`config.mk`:
```
export PLATFORM = sky130hd
export DESIGN_NAME = shift_arbiter_flat
export DESIGN_NICKNAME = d
export VERILOG_FILES = /design/src/rtl/shift_arbiter_if.sv /design/src/rtl/shift_arbiter.sv /design/src/flat_wrapper.sv
export SDC_FILE = /design/constraint.sdc
export NUM_CORES = 1
export LEC_CHECK = 0
export ABC_AREA = 0
export ABC_CLOCK_PERIOD_IN_PS = 1650
export CORE_AREA = 2 2 65 67
export DETAILED_ROUTE_END_ITERATION = 8
export DIE_AREA = 0 0 67 69
export PLACE_DENSITY = 0.77
export SLEW_MARGIN = 20
export SYNTH_ARGS = -nofsm -noshare
export SYNTH_HDL_FRONTEND = slang
export SYNTH_SLANG_ARGS = --single-unit
```
`constraint.sdc`:
```
create_clock -name clk -period 1.65 [get_ports clk]
set_input_delay 0.33 -clock clk [delete_from_list [all_inputs] [get_ports clk]]
set_output_delay 0.33 -clock clk [all_outputs]
set_load 0.01 [all_outputs]
```
`src/rtl/shift_arbiter_if.sv`:
```
// Handshake bundle between two byte requesters, the shift arbiter and the word consumer.
// The slave modport is the arbiter's view; the master modport drives requests and consumes words.
interface shift_arbiter_if;
    logic        a_valid;
    logic [7:0]  a_data;
    logic        a_ready;
    logic        b_valid;
    logic [7:0]  b_data;
    logic        b_ready;
    logic        word_valid;
    logic [31:0] word_data;
    logic        word_src;
    logic        word_ready;
    logic        abort;
    logic        busy;

    modport slave (
        input  a_valid, a_data, b_valid, b_data, word_ready,
        output a_ready, b_ready, word_valid, word_data, word_src, abort, busy
    );

    modport master (
        output a_valid, a_data, b_valid, b_data, word_ready,
        input  a_ready, b_ready, word_valid, word_data, word_src, abort, busy
    );
endinterface

```
`src/rtl/shift_arbiter.sv`:
```
// Round-robin arbiter that packs four bytes from one of two requesters into a 32-bit word.
// Define SHIFT_ARB_WATCHDOG_EN to abort a grant after TIMEOUT stalled COLLECT cycles.
module shift_arbiter #(
    parameter int TIMEOUT = 16
) (
    input  logic           clk,
    input  logic           reset,
    shift_arbiter_if.slave bus
);

    typedef enum logic [1:0] {IDLE, COLLECT, HOLD} state_t;

    state_t      state;
    state_t      state_next;
    logic [31:0] word_data;
    logic [31:0] word_data_next;
    logic [2:0]  count;
    logic [2:0]  count_next;
    logic        word_src;
    logic        word_src_next;
    logic        last_winner;
    logic        last_winner_next;
    logic        grant;
    logic        granted_valid;
    logic [7:0]  granted_data;
    logic        accept;
    logic        timeout_hit;

    generate
        if (TIMEOUT < 1 || TIMEOUT > 255) begin : g_bad_timeout
            $error("shift_arbiter: TIMEOUT must be within 1..255");
        end
    endgenerate

    // On a tie the requester that did not win the previous word is granted.
    assign grant         = (bus.a_valid && bus.b_valid) ? ~last_winner : bus.b_valid;
    assign granted_valid = word_src ? bus.b_valid : bus.a_valid;
    assign granted_data  = word_src ? bus.b_data  : bus.a_data;
    assign accept        = (state == COLLECT) && granted_valid;

`ifdef SHIFT_ARB_WATCHDOG_EN
    localparam logic [7:0] WD_LAST = 8'(TIMEOUT - 1);

    logic [7:0] wd_count;
    logic [7:0] wd_count_next;

    assign timeout_hit = (state == COLLECT) && !granted_valid && (wd_count == WD_LAST);

    always_ff @(posedge clk) begin
        if (reset) begin
            wd_count <= 8'd0;
        end else begin
            wd_count <= wd_count_next;
        end
    end

    // Counts only stalled COLLECT cycles; any other cycle leaves it at zero.
    always_comb begin
        wd_count_next = 8'd0;
        if (state == COLLECT && !granted_valid && !timeout_hit) begin
            wd_count_next = wd_count + 8'd1;
        end
    end
`else
    assign timeout_hit = 1'b0;
`endif

    always_ff @(posedge clk) begin
        if (reset) begin
            state       <= IDLE;
            word_data   <= 32'd0;
            count       <= 3'd0;
            word_src    <= 1'b0;
            last_winner <= 1'b1;
        end else begin
            state       <= state_next;
            word_data   <= word_data_next;
            count       <= count_next;
            word_src    <= word_src_next;
            last_winner <= last_winner_next;
        end
    end

    always_comb begin
        state_next       = state;
        word_data_next   = word_data;
        count_next       = count;
        word_src_next    = word_src;
        last_winner_next = last_winner;
        case (state)
            IDLE: begin
                if (bus.a_valid || bus.b_valid) begin
                    state_next     = COLLECT;
                    word_src_next  = grant;
                    word_data_next = 32'd0;
                    count_next     = 3'd0;
                end
            end
            COLLECT: begin
                if (accept) begin
                    word_data_next = {word_data[23:0], granted_data};
                    count_next     = count + 3'd1;
                    if (count == 3'd3) begin
                        state_next = HOLD;
                    end
                end else if (timeout_hit) begin
                    state_next       = IDLE;
                    word_data_next   = 32'd0;
                    count_next       = 3'd0;
                    last_winner_next = word_src;
                end
            end
            HOLD: begin
                if (bus.word_ready) begin
                    state_next       = IDLE;
                    last_winner_next = word_src;
                end
            end
            default: begin
                state_next = IDLE;
            end
        endcase
    end

    // Handshake outputs are forced low while reset is held, whatever the state.
    assign bus.a_ready    = !reset && (state == COLLECT) && !word_src;
    assign bus.b_ready    = !reset && (state == COLLECT) && word_src;
    assign bus.word_valid = !reset && (state == HOLD);
    assign bus.busy       = !reset && (state != IDLE);
    assign bus.abort      = !reset && timeout_hit;
    assign bus.word_data  = word_data;
    assign bus.word_src   = word_src;

endmodule

```
`src/flat_wrapper.sv`:
```
// flat-port wrapper written by rule: the top's interface ports become plain ports
module shift_arbiter_flat 
#(
    parameter int TIMEOUT = 16
)
  (clk, reset, bus_a_valid, bus_a_data, bus_b_valid, bus_b_data, bus_word_ready, bus_a_ready, bus_b_ready, bus_word_valid, bus_word_data, bus_word_src, bus_abort, bus_busy);
  shift_arbiter_if bus_i ();
  input  logic clk;
  input  logic reset;
  input wire logic [$bits(bus_i.a_valid)-1:0] bus_a_valid;
  input wire logic [$bits(bus_i.a_data)-1:0] bus_a_data;
  input wire logic [$bits(bus_i.b_valid)-1:0] bus_b_valid;
  input wire logic [$bits(bus_i.b_data)-1:0] bus_b_data;
  input wire logic [$bits(bus_i.word_ready)-1:0] bus_word_ready;
  output wire logic [$bits(bus_i.a_ready)-1:0] bus_a_ready;
  output wire logic [$bits(bus_i.b_ready)-1:0] bus_b_ready;
  output wire logic [$bits(bus_i.word_valid)-1:0] bus_word_valid;
  output wire logic [$bits(bus_i.word_data)-1:0] bus_word_data;
  output wire logic [$bits(bus_i.word_src)-1:0] bus_word_src;
  output wire logic [$bits(bus_i.abort)-1:0] bus_abort;
  output wire logic [$bits(bus_i.busy)-1:0] bus_busy;
  assign bus_i.a_valid = bus_a_valid;
  assign bus_i.a_data = bus_a_data;
  assign bus_i.b_valid = bus_b_valid;
  assign bus_i.b_data = bus_b_data;
  assign bus_i.word_ready = bus_word_ready;
  assign bus_a_ready = bus_i.a_ready;
  assign bus_b_ready = bus_i.b_ready;
  assign bus_word_valid = bus_i.word_valid;
  assign bus_word_data = bus_i.word_data;
  assign bus_word_src = bus_i.word_src;
  assign bus_abort = bus_i.abort;
  assign bus_busy = bus_i.busy;
  shift_arbiter #(.TIMEOUT(TIMEOUT)) u_core (.clk(clk), .reset(reset), .bus(bus_i));
endmodule
```
==> qor.log, run 1 <==
[status] result of the run complete, no violations
[floorplan] number of cell rows 23
[place] count of buffers inserted at the top-level ports 57
[finish] antenna cell count 0
[worst_setup_path] R2R setup slack 0.10 ns
[clocking] number of levels in the clock H-tree 2
[yosys] library cell occupying the most area in the post-synthesis netlist dfxtp_1
[place] Worst Setup Slack post-DPL -0.429 ns
[yosys] distinct cell type count after synthesis 33
[finish] Final Net Count 258
[global_routing] remaining global-route overflow 0
[finish] final cell count without fillers 286
[global_routing] largest net degree at the start of global routing 42
[detailed_routing] vias post-DR 1433
[floorplan] number of ports placed on the die boundary 59
[detailed_routing] via density per instance 5.01
[worst_setup_path] largest stage delay on the critical path 0.37 ns
[min_path] Worst Hold Path Cells 3
[pwr] power per cell area 766 nW/um^2
[clocking] number of buffers created by CTS 5
[global_routing] wire length of the first global-routing pass 6.22 mm
[global_routing] antenna violations before repair 0
[min_path] startpoint of the tightest hold check path bus_a_valid
[floorplan] Vert. Die Dim 69 um
[job] count of maximum capacitance violations 0
[worst_setup_path] start-to-end type of the worst setup path reg -> out
[yosys] sequential element share of the synthesized area 46.3%
[worst_setup_path] slowest cell on the critical path dfxtp_4
[timing] tightest hold margin 0.411 ns
[floorplan] core region area 3910 sq um
[worst_setup_path] end of the worst register-to-register path u_core.bus.word_data[11]
[yosys] Syn. warnings 0
[place] Cell Count Post-Placement 276
[yosys] post-synth net total 194
[min_path] Hold Path Class in -> reg
[clocking] number of sinks on the clock net 39
[worst_setup_path] list of cells traversed by the critical path buf_12, nor2_2, nor2_1, dlygate4sd2_1
[timing] unrepaired setup endpoints after global routing no
[clocking] TritonCTS clock tree done
[floorplan] total die area 4620 sq um
[worst_setup_path] number of logic stages on the critical path including buffering 4
[global_routing] global-route total usage across every layer 17.4%
[yosys] Mapped Area 1690 sq um
[worst_setup_path] worst setup path startpoint u_core.state[1]
[global_routing] number of global-route vias before repair 1338
[place] Final GP Congestion 0.734
[place] HPWL Detailed 2.62 mm
[worst_setup_path] Worst Path Max Fanout 7
[worst_setup_path] crit path DAT 1.25 ns
[min_path] destination of the worst hold path u_core.bus.word_src
[worst_setup_path] critical path launch point type register
[clocking] worst-skew pair later-pin latency 0.30 ns
[worst_setup_path] CP bufs+invs 2
[finish] synthesis-to-layout area growth 48.0%
[timing] count of endpoints failing hold in the final timing report 0
[timing] final count of pins violating max slew 0
[yosys] syn_area_per_cell 9.86 sq um
[timing] Final Setup Violations 0
[timing] clock skew after layout 0.00621 ns
[clocking] CTS clock-pin slew for the worst setup and hold paths 0.08 ns
[yosys] synthesis-stage register bit count 39
[worst_setup_path] worst path required time 1.32 ns
[clocking] Max clock buf depth 2
[pwr] static leakage 0.926 nW
[finish] fraction of final layout cells with drive strength greater than 1 19.1%
[timing] post-layout worst setup margin 0.0666 ns
[yosys] Cells after Synth 171
[worst_setup_path] Reg2Reg Launch Point u_core.state[0]
[worst_setup_path] type of element capturing the critical path output port
[timing] time the final worst path needs with I/O delays and setup 1.58 ns
[floorplan] initial cell density of the core 43.1%
[timing] Total Neg Setup Slack 0 ns
[yosys] share of Yosys cell area claimed by the top area cell type 46.3%
[timing] max frequency 0.632 GHz
[worst_setup_path] cell family with the largest share of critical-path delay buffers and inverters
[detailed_routing] violation count after the first detailed-routing iteration 46
[clocking] master cell of the clock root buffer clkbuf_8
[detailed_routing] first-pass iteration count of the detailed router 4
[floorplan] width of the die 67 um
[pwr] peak ir drop on the vdd network 609 uV
[detailed_routing] WL/cell 13.8 um
[worst_setup_path] worst reg2reg path depth 7
[timing] period utilisation layout 96.0%
[detailed_routing] Remaining DRCs 0
[detailed_routing] Final Routed Wirelength 3.94 mm
[detailed_routing] post-detailed-route count of antenna-violating nets 0
[yosys] leading cell types by total area after synthesis dfxtp_1 (46%), nand2b_1 (9.7%), mux2_2 (6.0%), o22ai_1 (5.9%), mux2i_1 (5.3%)
-- registers in the layout, indices dropped and copies added (netlist names) --
register	count
u_core.bus.word_data	32
u_core.bus.word_src	1
u_core.count	3
u_core.last_winner	1
u_core.state	2
-- worst register-to-register path, stage by stage, from the launching register on --
cell,delay [ns]
dfxtp_2,0.33
buf_4,0.16
nor3b_1,0.14
buf_4,0.14
a211oi_4,0.26
buf_4,0.18
clkbuf_16,0.17
o22ai_1,0.09
-- logic make-up (layout without fill, tap and decap cells) --
family | Yosys count | in the layout | share of synthesized area [%]
other cells | 1 | 1 | 0.223
fa+ha+maj | 2 | 2 | 1.48
mux | 18 | 18 | 11.4
simple gates | 51 | 51 | 17.7
flops | 39 | 39 | 46.3
compound gates | 34 | 34 | 15.4
buf+inv | 26 | 91 | 7.50
-- through the flow --
stage	area [sq um]	total power [mW]	utilization, %
6_report	2490	1.91	63.7
5_1_grt	2490	1.98	63.7
4_1_cts	2470	1.91	63.0
3_5_place_dp	2370	1.28	60.5
3_3_place_gp	2370	1.28	60.5
2_1_floorplan	1690	1.15	-
-- synth_stat cells, drive strengths merged --
cell type,instances
a21bo,2
and2,1
conb,1
nand2,10
nand3,1
mux2,9
nand3b,1
nand2b,26
nor3b,3
inv,11
or3b,1
clkbuf,7
mux2i,9
nor2,2
buf,8
nor4,1
nor2b,2
dfxtp,39
and3,1
ha,2
a21oi,3
o22ai,16
o2111ai,1
nor3,1
a211oi,2
or2,1
o32ai,10
-- how the worst max path moves through the flow --
| stage | end | slack, ns |
|---|---|---|
| after floorplan | u_core.bus.word_data[14] | 0.18 |
| after CTS | bus_a_ready | -0.007 |
| after detailed placement | bus_b_ready | -0.43 |
| final | bus_busy | 0.07 |
| after global placement | bus_a_ready | -0.43 |
| after global routing | bus_busy | 0.009 |
-- power by group --
| part | internal (mW) | switching, mW | total (mW) |
|---|---|---|---|
| clock network | 0.294 | 0.344 | 0.638 |
| logic | 0.170 | 0.131 | 0.301 |
| registers | 0.958 | 0.0126 | 0.970 |
-- cells in the final DEF (no fill, tap or decap), types with 5 or more instances in the layout --
master and count:
clkbuf_8 5, o22ai_1 16, mux2_2 9, nand2_1 10, clkdlybuf4s50_1 50, inv_1 11
mux2i_1 9, buf_4 11, dfxtp_1 36, o32ai_1 10, nand2b_1 26
-- what timing repair did --
action / CTS / global route
resized for setup: 14 / 9
hold buffers: 0 / 0
pin swaps: 1 / 3
gates cloned: 0 / 1
buffers inserted: 0 / 1
setup endpoints to repair: 5 / 11
-- metal layers --
layer / vias to the layer above / track usage [%] / part of all wire (%)
met1: 662 / 23.7 / 46
met4: 0 / 5.22 / 0.81
met3: 3 / 8.48 / 9.3
met5: - / 0 / 0
met2: 41 / 24.0 / 44
li1: 727 / - / -
-- area by class of cell --
cell class / instances / area (sq um)
fill: 338 / 1420
timing repair buffer: 72 / 722
tap: 50 / 62.6
clock inverter: 3 / 20.0
inverter: 11 / 41.3
sequential: 39 / 790
multi-input combinational: 106 / 790
clock buffer: 5 / 68.8
Power figures use the tool's default switching activity.
==> inputs of run 2 (changes only) <==
Settings changed: CORE_AREA 2 2 65 67 to 2 2 62 64, DIE_AREA 0 0 67 69 to 0 0 64 66, DONT_BUFFER_PORTS set to 1, PLACE_DENSITY 0.77 to not set.
==> run 2 against run 1 <==
Against the previous run: wire length fell by 15%; global-route usage fell by 0.62 points; final area fell by 29%; setup slack improved by 0.0071 ns; combinational power fell by 47%; non-clock buffer count fell by 68; via count fell by 18%; sequential share of layout area rose by 12 points; clock power fell by 25%; total power fell by 15%; flip-flop and latch count did not move.
==> qor.log, run 2 (synthesized netlist as in run 1, its figures left out) <==
[floorplan] width of the die 64 um [-4.5%]
[worst_setup_path] worst reg2reg path depth 4 [-3]
[worst_setup_path] worst path required time 1.32 ns [about the same]
[place] count of buffers inserted at the top-level ports 0 [-100%]
[pwr] static leakage 0.623 nW [-33%]
[detailed_routing] first-pass iteration count of the detailed router 4 [unchanged]
[detailed_routing] Final Routed Wirelength 3.34 mm [-15%]
[finish] fraction of final layout cells with drive strength greater than 1 16.8% [-2.3 points]
[timing] Final Setup Violations 0 [unchanged]
[min_path] Worst Hold Path Cells 1 [-2]
[floorplan] number of ports placed on the die boundary 59 [unchanged]
[clocking] worst-skew pair later-pin latency 0.35 ns [+0.05 ns]
[finish] antenna cell count 0 [unchanged]
[clocking] # hold bufs at CTS 0 [unchanged]
[worst_setup_path] critical path launch point type register
[detailed_routing] WL/cell 15.5 um [+13%]
[worst_setup_path] crit path DAT 1.25 ns [about the same]
[min_path] Hold Path Class in -> reg
[finish] storage element area 782 sq um [-0.95%]
[timing] Total Neg Setup Slack 0 ns [unchanged]
[place] HPWL Detailed 2.27 mm [-13%]
[clocking] TritonCTS clock tree done
[detailed_routing] via density per instance 5.44 [+8.6%]
[worst_setup_path] Worst Path Max Fanout 8 [+1]
[finish] registers with the highest flip-flop counts u_core.bus.word_data (32), u_core.count (3), u_core.state (2)
[job] count of maximum capacitance violations 0 [unchanged]
[finish] synthesis-to-layout area growth 5.35%
[worst_setup_path] start-to-end type of the worst setup path reg -> out
[clocking] number of sinks on the clock net 39 [unchanged]
[clocking] master cell of the clock root buffer clkbuf_4
[timing] post-layout worst setup margin 0.0737 ns [+0.00715 ns]
[floorplan] initial cell density of the core 47.5% [+4.4 points]
[floorplan] core region area 3550 sq um [-9.3%]
[status] result of the run complete, no violations
[finish] filler cell count in the final layout 341 [+0.89%]
[finish] area taken by multi-input logic gates 786 sq um [-0.48%]
[detailed_routing] violation count after the first detailed-routing iteration 98 [+110%]
[timing] unrepaired setup endpoints after global routing no
[clocking] number of buffers created by CTS 5 [unchanged]
[finish] highest-count cells in the layout ignoring fill and taps dfxtp_1 (38), nand2b_1 (26), o22ai_1 (16)
[finish] largest register by flop count u_core.bus.word_data
[timing] max frequency 0.634 GHz [+0.45%]
[pwr] power per cell area 914 nW/um^2 [+19%]
[clocking] CTS clock-pin slew for the worst setup and hold paths 0.11 ns [+0.03 ns]
[detailed_routing] vias post-DR 1170 [-18%]
[detailed_routing] Remaining DRCs 0 [unchanged]
[detailed_routing] post-detailed-route count of antenna-violating nets 0 [unchanged]
[timing] clock skew after layout 0.00833 ns [+0.00212 ns]
[global_routing] largest net degree at the start of global routing 45 [+7.1%]
[finish] Final Net Count 190 [-26%]
[pwr] peak ir drop on the vdd network 371 uV [-39%]
[finish] leading cell type in the layout, fill and taps excluded dfxtp_1
[timing] count of endpoints failing hold in the final timing report 0 [unchanged]
[clocking] number of levels in the clock H-tree 2 [unchanged]
[timing] time the final worst path needs with I/O delays and setup 1.58 ns [-0.00715 ns]
[global_routing] wire length of the first global-routing pass 5.42 mm [-13%]
[finish] number of flip-flops under the largest register name 32 [unchanged]
[global_routing] antenna violations before repair 0 [unchanged]
[global_routing] remaining global-route overflow 0 [unchanged]
[worst_setup_path] type of element capturing the critical path output port
[place] Worst Setup Slack post-DPL 0.207 ns [+0.636 ns]
[timing] period utilisation layout 95.5% [-0.43 points]
[global_routing] global-route total usage across every layer 16.7% [-0.62 points]
[floorplan] Vert. Die Dim 66 um [-4.3%]
[clocking] Max clock buf depth 2 [unchanged]
[floorplan] number of cell rows 22 [-4.3%]
[timing] final count of pins violating max slew 0 [unchanged]
[global_routing] number of global-route vias before repair 1131 [-15%]
[floorplan] total die area 4220 sq um [-8.6%]
[place] Final GP Congestion 0.703 [-4.2%]
==> run 2: power by group <==
group	switching, mW	total (mW)	internal [mW]
logic	0.0806	0.160	0.0796
clock network	0.320	0.479	0.158
registers	0.0227	0.984	0.961
==> run 2: cell type report <==
cell class | count | area share [%]
clock inverter | 2 | 0.775
sequential | 39 | 44.0
tap | 48 | 3.38
multi-input combinational | 106 | 44.3
timing repair buffer | 4 | 3.10
clock buffer | 5 | 2.11
inverter | 11 | 2.33
==> run 2: what timing repair did <==
item / 4_1_cts / 5_1_grt
hold endpoints to repair: 0 / 0
gates resized for setup: 1 / 2
endpoints found under the setup margin: 1 / 2
pin swaps: 0 / 1
setup buffers: 0 / 0
==> run 2: path summary, 6_finish.rpt <==
| path | end | slack, ns | from |
|---|---|---|---|
| worst min-delay path | u_core.state[1] | 0.04 | reset |
| worst max-delay path | bus_a_ready | 0.07 | u_core.state[1] |
| worst max register to register | u_core.bus.word_data[7] | 0.26 | u_core.state[0] |
| worst min register to register | u_core.count[0] | 0.49 | u_core.count[0] |
==> run 2: worst max-delay path: stages, from the launching register on <==
cell     delay [ns]
dfxtp_1        0.42
nor3b_2        0.25
nor2b_2        0.23
==> run 2: per-stage QoR <==
step / hold slack, ns / total power [mW] / util (%) / std cells / cell area [sq um]
2_1_floorplan: 0.445 / 1.15 / - / 171 / 1690
3_3_place_gp: 0.403 / 1.16 / 48.3 / 208 / 1720
3_5_place_dp: 0.408 / 1.16 / 48.3 / 208 / 1720
4_1_cts: 0.0296 / 1.63 / 49.8 / 215 / 1770
5_1_grt: 0.0196 / 1.69 / 50.0 / 215 / 1780
6_report: 0.0402 / 1.62 / 50.0 / 215 / 1780
==> run 2: layer usage <==
layer	wire (um)	track usage (%)
met1	1490	20.4
met2	1470	25.7
met3	325	7.67
met4	49	6.52
met5	0	0
==> inputs of run 3 (changes only) <==
Settings changed: CORE_AREA 2 2 62 64 to 2 2 65 67, DIE_AREA 0 0 64 66 to 0 0 67 69.
==> run 3 against run 2 <==
Against the previous run: count of clock-buffer cells in the layout up 3; total power up 13%; setup slack better by 0.0011 ns; via count up 4.5%; flip-flop and latch count unchanged; hold slack better by 0.075 ns; core utilization down 2.8 points; combinational power up 5%; global-route usage down 1.0 points; non-clock buffer count up 1; largest power group unchanged.
==> qor.log, run 3 (synthesized netlist as in run 1, its figures left out) <==
[status] result of the run complete, no violations
[detailed_routing] vias post-DR 1223 [+4.5%]
[clocking] TritonCTS clock tree done
[finish] registers with the highest flip-flop counts u_core.bus.word_data (32), u_core.count (3), u_core.state (2)
[global_routing] largest net degree at the start of global routing 45 [unchanged]
[floorplan] Vert. Die Dim 69 um [+4.5%]
[place] Worst Setup Slack post-DPL 0.186 ns [-0.0212 ns]
[detailed_routing] Final Routed Wirelength 3.61 mm [+8.4%]
[global_routing] antenna violations before repair 0 [unchanged]
[timing] count of endpoints failing hold in the final timing report 0 [unchanged]
[finish] leading cell type in the layout, fill and taps excluded dfxtp_1
[worst_setup_path] start-to-end type of the worst setup path reg -> out
[floorplan] initial cell density of the core 43.1% [-4.4 points]
[pwr] power per cell area 996 nW/um^2 [+9.0%]
[clocking] number of levels in the clock H-tree 2 [unchanged]
[worst_setup_path] worst setup path startpoint u_core.state[1]
[worst_setup_path] Worst Path Max Fanout 8 [unchanged]
[detailed_routing] post-detailed-route count of antenna-violating nets 0 [unchanged]
[worst_setup_path] Reg2Reg Launch Point u_core.state[0]
[floorplan] number of ports placed on the die boundary 59 [unchanged]
[floorplan] total die area 4620 sq um [+9.4%]
[detailed_routing] WL/cell 16.5 um [+6.4%]
[global_routing] number of global-route vias before repair 1233 [+9.0%]
[global_routing] global-route total usage across every layer 15.7% [-1.0 points]
[floorplan] width of the die 67 um [+4.7%]
[clocking] setup fix buffers added after clock tree synthesis 0 [unchanged]
[job] count of maximum capacitance violations 0 [unchanged]
[finish] number of flip-flops under the largest register name 32 [unchanged]
[finish] final design instance area without fill 1850 sq um [+3.9%]
[timing] final count of pins violating max slew 0 [unchanged]
[timing] tightest hold margin 0.115 ns [+0.0747 ns]
[clocking] CTS clock-pin slew for the worst setup and hold paths 0.07 ns [-0.04 ns]
[global_routing] remaining global-route overflow 0 [unchanged]
[min_path] Hold Path Class in -> reg
[worst_setup_path] worst path required time 1.32 ns [about the same]
[floorplan] number of cell rows 23 [+4.5%]
[clocking] worst-skew pair later-pin latency 0.28 ns [-0.07 ns]
[global_routing] wire length of the first global-routing pass 5.70 mm [+5.1%]
[min_path] startpoint of the tightest hold check path reset
[clocking] number of sinks on the clock net 39 [unchanged]
[finish] largest register by flop count u_core.bus.word_data
[place] area of placed instances 1730 sq um [+0.58%]
[place] HPWL Detailed 2.47 mm [+8.8%]
[clocking] master cell of the clock root buffer clkbuf_8
[finish] Final Net Count 191 [+0.53%]
[timing] period utilisation layout 95.5% [about the same]
[finish] antenna cell count 0 [unchanged]
[worst_setup_path] crit path DAT 1.25 ns [about the same]
[worst_setup_path] critical path launch point type register
[timing] Final Setup Violations 0 [unchanged]
[timing] post-layout worst setup margin 0.0748 ns [+0.00109 ns]
[timing] time the final worst path needs with I/O delays and setup 1.58 ns [-0.00109 ns]
[finish] highest-count cells in the layout ignoring fill and taps dfxtp_1 (38), nand2b_1 (26), o22ai_1 (16)
[finish] fraction of final layout cells with drive strength greater than 1 17.2% [+0.39 points]
[timing] max frequency 0.635 GHz [about the same]
[detailed_routing] via density per instance 5.58 [+2.6%]
[finish] synthesis-to-layout area growth 9.50%
[detailed_routing] violation count after the first detailed-routing iteration 33 [-66%]
[pwr] peak ir drop on the vdd network 705 uV [+90%]
[detailed_routing] first-pass iteration count of the detailed router 4 [unchanged]
[floorplan] core region area 3910 sq um [+10%]
[place] count of buffers inserted at the top-level ports 0 [unchanged]
[place] Final GP Congestion 0.781 [+11%]
[clocking] Max clock buf depth 2 [unchanged]
[clocking] # hold bufs at CTS 0 [unchanged]
[detailed_routing] Remaining DRCs 0 [unchanged]
[pwr] static leakage 0.650 nW [+4.5%]
[worst_setup_path] type of element capturing the critical path output port
[timing] unrepaired setup endpoints after global routing no
[clocking] number of buffers created by CTS 5 [unchanged]
[timing] clock skew after layout 0.00391 ns [-0.00443 ns]
[timing] Total Neg Setup Slack 0 ns [unchanged]
run 3: cell count changes in the layout (fill, tap and decap cells not counted), sizes merged:
cell	change
clkinv	-2
clkbuf	+3
buf	+1
run 3: area by class of cell:
type | instances | area [sq um]
Inverter | 11 | 41.3
Multi-Input combinational cell | 106 | 797
Fill cell | 389 | 2070
Timing Repair Buffer | 5 | 62.6
Clock buffer | 8 | 100
Tap cell | 50 | 62.6
Sequential cell | 39 | 782
run 3: worst max-delay path, cell delays in order (launching register included):
cell and delay (ns):
dfxtp_1 0.42, nor3b_4 0.31, and2_1 0.23
run 3: repair_timing:
action | CTS | global route
resized for setup | 3 | 2
endpoints found under the setup margin | 2 | 2
gates cloned | 0 | 0
pin swaps | 0 | 0
run 3: metal layers:
layer	part of all wire, %	GRT usage [%]
met3	6.6	5.71
met5	0	0
met2	50	26.8
met1	42	17.4
met4	0.91	5.90
run 3: worst paths after layout:
kind | endpoint | slack, ns | cells past startpoint
setup / recovery | bus_b_ready | 0.07 | 2
hold / removal | u_core.state[1] | 0.11 | 1
setup reg to reg | u_core.count[1] | 0.23 | 4
hold reg to reg | u_core.count[0] | 0.48 | 1
run 3: power by group:
part	switching [mW]	total (mW)	internal, mW	leakage, nW
logic	0.0842	0.168	0.0835	0.283
clock network	0.304	0.686	0.381	0.0515
registers	0.0238	0.985	0.961	0.316
run 3: metrics by stage:
step / cells / utilization (%) / power, mW
after floorplan: 171 / - / 1.15
after global placement: 211 / 44.1 / 1.17
after detailed placement: 211 / 44.1 / 1.17
after CTS: 219 / 46.9 / 1.86
after global routing: 219 / 47.2 / 1.91
final: 219 / 47.2 / 1.84
